## config.mk

```make
export PLATFORM = sky130hd
export DESIGN_NAME = dmem_arbiter
export DESIGN_NICKNAME = d
export VERILOG_FILES = /design/src/rtl/dmem_arbiter.sv
export SDC_FILE = /design/constraint.sdc
export NUM_CORES = 1
export LEC_CHECK = 0
export ABC_AREA = 1
export BUFFER_PORTS_ARGS = -buffer_cell sky130_fd_sc_hd__buf_2
export CORE_MARGIN = 10
export CORE_UTILIZATION = 48
export DETAILED_ROUTE_END_ITERATION = 10
export PLACE_DENSITY = 0.81
export SLEW_MARGIN = 0
export SYNTH_ARGS = -nofsm -noshare
export SYNTH_HDL_FRONTEND = slang
export SYNTH_SLANG_ARGS = --single-unit
```

## constraint.sdc

```tcl
create_clock -name clk -period 1.72 [get_ports clk]
set_clock_uncertainty 0.05 [all_clocks]
set_input_delay 0.344 -clock clk [delete_from_list [all_inputs] [get_ports clk]]
set_output_delay 0.344 -clock clk [all_outputs]
set_load 0.005 [all_outputs]
```

## src/rtl/dmem_arbiter.sv

```systemverilog
// Data-memory arbiter: CPU MEM stage vs external loader/debug port, registered memory
// command and fixed-latency read sequencing. Optional ext fairness via DMEM_ARB_FAIR_EN.
module dmem_arbiter #(
    parameter int ADDR_W       = 16,
    parameter int DATA_W       = 16,
    parameter int MEM_LAT      = 1,
    parameter int STARVE_LIMIT = 4
) (
    input  logic              clk,
    input  logic              rst,
    input  logic              cpu_re,
    input  logic              cpu_we,
    input  logic [ADDR_W-1:0] cpu_addr,
    input  logic [DATA_W-1:0] cpu_wdata,
    output logic [DATA_W-1:0] cpu_rdata,
    output logic              cpu_stall,
    input  logic              ext_req,
    input  logic              ext_we,
    input  logic [ADDR_W-1:0] ext_addr,
    input  logic [DATA_W-1:0] ext_wdata,
    output logic              ext_gnt,
    output logic              ext_rvalid,
    output logic [DATA_W-1:0] ext_rdata,
    output logic              mem_en,
    output logic              mem_we,
    output logic [ADDR_W-1:0] mem_addr,
    output logic [DATA_W-1:0] mem_wdata,
    input  logic [DATA_W-1:0] mem_rdata
);

    typedef enum logic [1:0] {
        S_IDLE  = 2'd0,
        S_ISSUE = 2'd1,
        S_WAIT  = 2'd2,
        S_DONE  = 2'd3
    } state_t;

    localparam int             CNT_W     = (MEM_LAT > 2) ? $clog2(MEM_LAT) : 1;
    localparam logic [CNT_W-1:0] WAIT_INIT = CNT_W'((MEM_LAT > 1) ? (MEM_LAT - 2) : 0);
    localparam bit             LAT_ONE   = (MEM_LAT == 1);

    state_t              state_q, state_d;
    logic                own_ext_q, own_ext_d;
    logic                rd_q, rd_d;
    logic [CNT_W-1:0]    lat_q, lat_d;
    logic                mem_en_q, mem_en_d;
    logic                mem_we_q, mem_we_d;
    logic [ADDR_W-1:0]   mem_addr_q, mem_addr_d;
    logic [DATA_W-1:0]   mem_wdata_q, mem_wdata_d;
    logic [DATA_W-1:0]   cpu_rdata_q, cpu_rdata_d;
    logic [DATA_W-1:0]   ext_rdata_q, ext_rdata_d;
    logic                cpu_req_s;
    logic                pick_ext_s;

    assign cpu_req_s = cpu_re | cpu_we;

`ifdef DMEM_ARB_FAIR_EN
    localparam int SW = $clog2(STARVE_LIMIT + 1);
    logic [SW-1:0] starve_q, starve_d;

    assign pick_ext_s = ext_req & (~cpu_req_s | (starve_q == SW'(STARVE_LIMIT)));

    // Starvation counter: counts CPU grants that bypassed a waiting ext request
    always_comb begin
        starve_d = starve_q;
        if (state_q == S_IDLE) begin
            if (pick_ext_s) begin
                starve_d = {SW{1'b0}};
            end else if (cpu_req_s && ext_req) begin
                starve_d = starve_q + SW'(1);
            end else if (!ext_req) begin
                starve_d = {SW{1'b0}};
            end else begin
                starve_d = starve_q;
            end
        end else begin
            starve_d = starve_q;
        end
    end

    // Starvation counter register
    always_ff @(posedge clk) begin
        if (rst) begin
            starve_q <= {SW{1'b0}};
        end else begin
            starve_q <= starve_d;
        end
    end
`else
    logic [31:0] starve_limit_unused_s;
    assign starve_limit_unused_s = 32'(STARVE_LIMIT);
    assign pick_ext_s = ext_req & ~cpu_req_s;
`endif

    // State and registered memory command
    always_ff @(posedge clk) begin
        if (rst) begin
            state_q     <= S_IDLE;
            own_ext_q   <= 1'b0;
            rd_q        <= 1'b0;
            lat_q       <= {CNT_W{1'b0}};
            mem_en_q    <= 1'b0;
            mem_we_q    <= 1'b0;
            mem_addr_q  <= {ADDR_W{1'b0}};
            mem_wdata_q <= {DATA_W{1'b0}};
            cpu_rdata_q <= {DATA_W{1'b0}};
            ext_rdata_q <= {DATA_W{1'b0}};
        end else begin
            state_q     <= state_d;
            own_ext_q   <= own_ext_d;
            rd_q        <= rd_d;
            lat_q       <= lat_d;
            mem_en_q    <= mem_en_d;
            mem_we_q    <= mem_we_d;
            mem_addr_q  <= mem_addr_d;
            mem_wdata_q <= mem_wdata_d;
            cpu_rdata_q <= cpu_rdata_d;
            ext_rdata_q <= ext_rdata_d;
        end
    end

    // Next state: arbitrate in IDLE, then sequence the access
    always_comb begin
        state_d     = state_q;
        own_ext_d   = own_ext_q;
        rd_d        = rd_q;
        lat_d       = lat_q;
        mem_en_d    = 1'b0;
        mem_we_d    = 1'b0;
        mem_addr_d  = mem_addr_q;
        mem_wdata_d = mem_wdata_q;
        cpu_rdata_d = cpu_rdata_q;
        ext_rdata_d = ext_rdata_q;
        case (state_q)
            S_IDLE: begin
                if (pick_ext_s) begin
                    state_d     = S_ISSUE;
                    own_ext_d   = 1'b1;
                    rd_d        = ~ext_we;
                    mem_en_d    = 1'b1;
                    mem_we_d    = ext_we;
                    mem_addr_d  = ext_addr;
                    mem_wdata_d = ext_wdata;
                end else if (cpu_req_s) begin
                    state_d     = S_ISSUE;
                    own_ext_d   = 1'b0;
                    rd_d        = ~cpu_we;
                    mem_en_d    = 1'b1;
                    mem_we_d    = cpu_we;
                    mem_addr_d  = cpu_addr;
                    mem_wdata_d = cpu_wdata;
                end else begin
                    state_d = S_IDLE;
                end
            end
            S_ISSUE: begin
                if (!rd_q) begin
                    state_d = S_IDLE;
                end else if (LAT_ONE) begin
                    state_d = S_DONE;
                end else begin
                    state_d = S_WAIT;
                    lat_d   = WAIT_INIT;
                end
            end
            S_WAIT: begin
                if (lat_q == {CNT_W{1'b0}}) begin
                    state_d = S_DONE;
                end else begin
                    lat_d = lat_q - CNT_W'(1);
                end
            end
            S_DONE: begin
                state_d = S_IDLE;
                if (own_ext_q) begin
                    ext_rdata_d = mem_rdata;
                end else begin
                    cpu_rdata_d = mem_rdata;
                end
            end
            default: begin
                state_d = S_IDLE;
            end
        endcase
    end

    // Outputs decoded from state; read data passes through in the completion cycle
    always_comb begin
        ext_gnt    = (state_q == S_ISSUE) && own_ext_q;
        ext_rvalid = (state_q == S_DONE) && own_ext_q;
        cpu_stall  = 1'b0;
        if (rst) begin
            cpu_stall = 1'b0;
        end else if ((state_q != S_IDLE) && own_ext_q) begin
            cpu_stall = 1'b1;
        end else if (!own_ext_q && (((state_q == S_ISSUE) && !rd_q) || (state_q == S_DONE))) begin
            cpu_stall = 1'b0;
        end else begin
            cpu_stall = cpu_req_s;
        end
        if ((state_q == S_DONE) && !own_ext_q) begin
            cpu_rdata = mem_rdata;
        end else begin
            cpu_rdata = cpu_rdata_q;
        end
        if ((state_q == S_DONE) && own_ext_q) begin
            ext_rdata = mem_rdata;
        end else begin
            ext_rdata = ext_rdata_q;
        end
    end

    assign mem_en    = mem_en_q;
    assign mem_we    = mem_we_q;
    assign mem_addr  = mem_addr_q;
    assign mem_wdata = mem_wdata_q;

endmodule
```

## Word level (Yosys, flattened, before mapping)

Index checks and enable logic that the tools add are counted.

- Add/subtract/negate cells: 1
- Eq/ne operators: 4
- Multiplexer cells: 23
- Bitwise operators: 7
- Reductions and logical operators: 16

Operators with widths:

| operator | count |
|---|---|
| two-way mux 16 bit | 6 |
| two-way mux 1 bit | 14 |
| one-hot mux 2 bit (4 select lines) | 1 |
| logical AND 1 bit | 6 |
| AND reduction 2 bit | 3 |
| NOT 1 bit | 5 |
| == test 2 bit (second input constant) | 2 |
| two-way mux 2 bit | 2 |
| nonzero test 2 bit | 2 |
| == test 2 x 1 -> 1 bit (second input constant) | 1 |
| logical NOT 1 bit | 2 |
| logical NOT 2 bit | 1 |
| inequality test 2 bit (second input constant) | 1 |
| OR reduction 2 bit | 1 |
| AND 1 bit | 1 |
| logical OR 1 bit | 1 |
| OR 1 bit | 1 |
| subtractor 1 bit (second input constant) | 1 |

- Register bits after elaboration: 71
- Bits of input ports: 86
- Output and inout port bits: 69
- Word-level logic and storage cells: 61

## Depth between registers and ports, before layout

- Depth after elaboration: 7
- Mapped depth: 8
- Depth with buffers taken out: 7

## Least setup slack after synthesis

No wires, ideal clock.

- Path kind: input -> output
- Start: input port rst
- End: output port cpu_stall
- Arrival time: 1059 ps
- Data required time: 1326 ps
- Setup slack: 267 ps
- Stages on the path: 5
- Path buffers: 2
- Path through: clkbuf_1 -> inv_2 -> clkbuf_1 -> nand3_1 -> inv_1

- Word-level cells in the longest chain between the ends: 1

Ends and longest elaborated chain:

| what | line | RTL |
|---|---|---|
| start: declaration | 10 | `input logic rst,` |
| two-way mux 1 bit | 192 | `if (rst) begin` |
| end: declaration | 16 | `output logic cpu_stall,` |

No other way between the ends.

## Final worst setup path

- Start: register state_q[1]
- End: output port ext_rdata[8]

- Word-level cells in the longest chain between the ends: 3

Ends and longest elaborated chain:

| what | line | RTL |
|---|---|---|
| start: declaration | 42 | `state_t state_q, state_d;` |
| start signal: assignment | 109 | `state_q <= state_d;` |
| == test 2 bit | 206 | `if ((state_q == S_DONE) && own_ext_q) begin` |
| logical AND 1 bit | 206 |  |
| two-way mux 16 bit | 206 |  |
| end: declaration | 23 | `output logic [DATA_W-1:0] ext_rdata,` |

No other way between the ends.

==> summary.txt <==
Run status
  • Status: complete, but fails checks
  • Failing checks: setup timing

STA
  • Max_slew headroom: 0.743
  • Worst Hold Slack: 0.220 ns
  • RSZ-0062 raised after global routing: yes
  • Worst-Margin Slew: 0.386 ns
  • Final min period: 1.87 ns
  • Worst Slack Setup Final: -0.151 ns
  • Fin. max-slew vios: 0
  • Tcrit/Tclk final: 1.09
  • Final setup viols: 33
  • F_max: 534 MHz
  • Hold Violations, Final: 0

Synthesis
  • Synth top area share: 0.393
  • Cell count after synthesis: 590
  • Post-synthesis sequential area ratio: 0.393
  • Syn Nets: 676
  • Ys Warns: 0
  • Cell taking the most area after synthesis: dfxtp_1
  • Cell variety after synth: 19
  • Syn avg cell area: 6.05 um^2
  • Synthesized area: 3570 um^2
  • Number of synthesized register bits: 70
  • Leading post-synthesis cells by cell area: dfxtp_1, inv_1, nor2_1

CTS
  • Worst skew pair latency: 0.33 ns
  • Post-CTS Hold Fix Bufs: 0
  • Clk slew on worst S/H paths: 0.09 ns
  • CTS tree: done
  • Clock buffer count from CTS: 9
  • Root buf cell: clkbuf_8
  • CTS Sinks: 70
  • CTS max path bufs: 2
  • Clock H-tree levels: 3

Routing
  • DRC viols: 0
  • Via-to-Cell Ratio: 4.78
  • Final wirelength: 12.7 mm
  • DR pass1 iterations: 5
  • Iteration-0 DRC Markers: 148
  • ANT nets after route: 0
  • Routed WL per cell: 14.5 um
  • Via count of the routed design: 4195

Placement
  • Pre-CTS WS: 0.150 ns
  • Input/output buffers: 154
  • GPL Wtd Cong: 0.818
  • DP Wirelength: 7.73 mm
  • Cell Area, Placed: 4430 um^2

Worst setup path
  • Arr. time, crit path: 1.48 ns
  • CP dominant cell by count: nand2_4
  • Worst path required time: 1.33 ns
  • WS Path Type: register to output pin
  • Max incr delay on CP: 0.35 ns
  • Crit-path cells: nand2_4 > inv_2 > nand2_4 > clkbuf_16 > o21ai_2 > inv_1 > buf_2
  • Startpoint Class: register
  • Worst-path cell with the longest stage delay: dfxtp_2
  • Worst-path fanout max: 8
  • Crit end category: output pin

Floorplan
  • Initial Util: 0.492
  • Row cnt: 31
  • Die width: 106 um
  • Die Ht: 106 um
  • Full die area: 11300 um^2
  • I/O pin count: 155
  • Core area: 7250 um^2

Cells and area
  • Finished layout cell area: 5350 um^2
  • Area of the multi-input gates: 1810 um^2
  • Antenna diode count: 0
  • Fillers: 573
  • NumNets Final: 860
  • Share of cells above drive strength 1: 0.376
  • Sequential Area: 1410 um^2
  • Post-layout util: 0.737
  • Area Overhead vs Synth: 49.9%

Global routing
  • Number of global-route vias before repair: 4101
  • Initial antenna violation count: 0
  • Gr ovfl total: 0
  • Global-route wire length before repair: 18.8 mm
  • Largest net degree at the start of global routing: 34
  • Total Routing Usage GR: 0.197

Worst hold path
  • Worst min path class: input pin to register

Power
  • Lkg Pwr: 3.27 nW
  • Final Power: 6.90 mW
  • Cell Pwr Density: 1290 nW/um^2
  • Peak VDD IR: 0.000908 V

Job
  • Max-cap violations: 0
[cell usage in the layout, fill, tap and decap left out, drive strengths merged]
cell,instances
clkinv,4
a21oi,3
nor3,2
bufinv,1
nor2,131
clkinvlp,1
and3,1
nand2,111
buf,202
clkbuf,11
inv,141
dfxtp,70
nand3,67
o21ai,34
[cell usage after synthesis]
| library cell | instances |
|---|---|
| dfxtp_1 | 70 |
| o21ai_0 | 31 |
| nor2_2 | 1 |
| nor3_4 | 1 |
| inv_2 | 3 |
| inv_1 | 137 |
| buf_6 | 1 |
| buf_2 | 14 |
| buf_4 | 5 |
| nand3_1 | 67 |
| clkbuf_1 | 12 |
| nand2_1 | 108 |
| nor2_1 | 129 |
| nor3_1 | 1 |
| a21oi_1 | 3 |
| nor2_4 | 1 |
| nand2_4 | 2 |
| and3_1 | 1 |
| o21ai_1 | 3 |
[power breakdown]
part | total [mW] | switching, mW | internal, mW
clock network | 1.32 | 0.650 | 0.674
registers | 2.27 | 0.227 | 2.04
logic | 3.31 | 1.78 | 1.53
[timing repair]
item	in CTS	in global routing
setup buffers	28	9
setup endpoints to repair	33	68
pin swaps	2	5
cloned	3	3
gates resized for setup	91	37
[worst paths after layout]
path                         from              end  slack, ns  cells past startpoint
hold reg to reg   cpu_rdata_q[11]  cpu_rdata_q[11]       0.46                      2
setup reg to reg       state_q[1]   cpu_rdata_q[3]      -0.03                     11
hold / removal       mem_rdata[2]   ext_rdata_q[2]       0.22                      3
setup / recovery       state_q[1]     ext_rdata[8]      -0.15                      7
[area by class of cell]
class,instances,share of cell area
multi-input combinational,349,0.338
sequential,70,0.263
timing repair buffer,204,0.240
inverter,140,0.0987
clock buffer,9,0.0232
tap,99,0.0232
clock inverter,7,0.0138
[through the flow]
stage / setup TNS [ns] / cells
after floorplan: 0 / 590
after global placement: 0 / 822
after detailed placement: 0 / 822
after CTS: -3.16 / 869
after global routing: -5.66 / 878
final: -3.30 / 878
[routing by layer]
layer | vias to the layer above | GRT usage | part of all wire | wire length (um)
li1 | 2099 | - | - | -
met1 | 1902 | 0.217 | 0.38 | 4810
met2 | 161 | 0.346 | 0.52 | 6560
met3 | 33 | 0.0725 | 0.078 | 993
met4 | 0 | 0.0609 | 0.029 | 369
met5 | - | 0 | 0 | 0
[state kept, by name, summed over array words and instances, names as in the netlist]
name	cells
own_ext_q	1
mem_wdata	16
mem_we	1
ext_rdata_q	16
mem_addr	16
rd_q	1
mem_en	1
cpu_rdata_q	16
state_q	2
[critical path, delay by kind of cell (launching register included)]
| kind | cells | cell delay, ns |
|---|---|---|
| AND/OR/NAND/NOR | 2 | 0.17 |
| flip-flops | 1 | 0.35 |
| AO/OA/AOI/OAI | 1 | 0.16 |
| buffers and inverters | 4 | 0.46 |
[kinds of logic (layout without fill, tap and decap cells)]
kind of cell | Yosys count | in the layout | share of synthesized area
AO/OA/AOI/OAI | 37 | 37 | 0.0519
buffers and inverters | 172 | 360 | 0.193
flip-flops | 70 | 70 | 0.393
AND/OR/NAND/NOR | 311 | 312 | 0.362
Power figures use the tool's default switching activity.
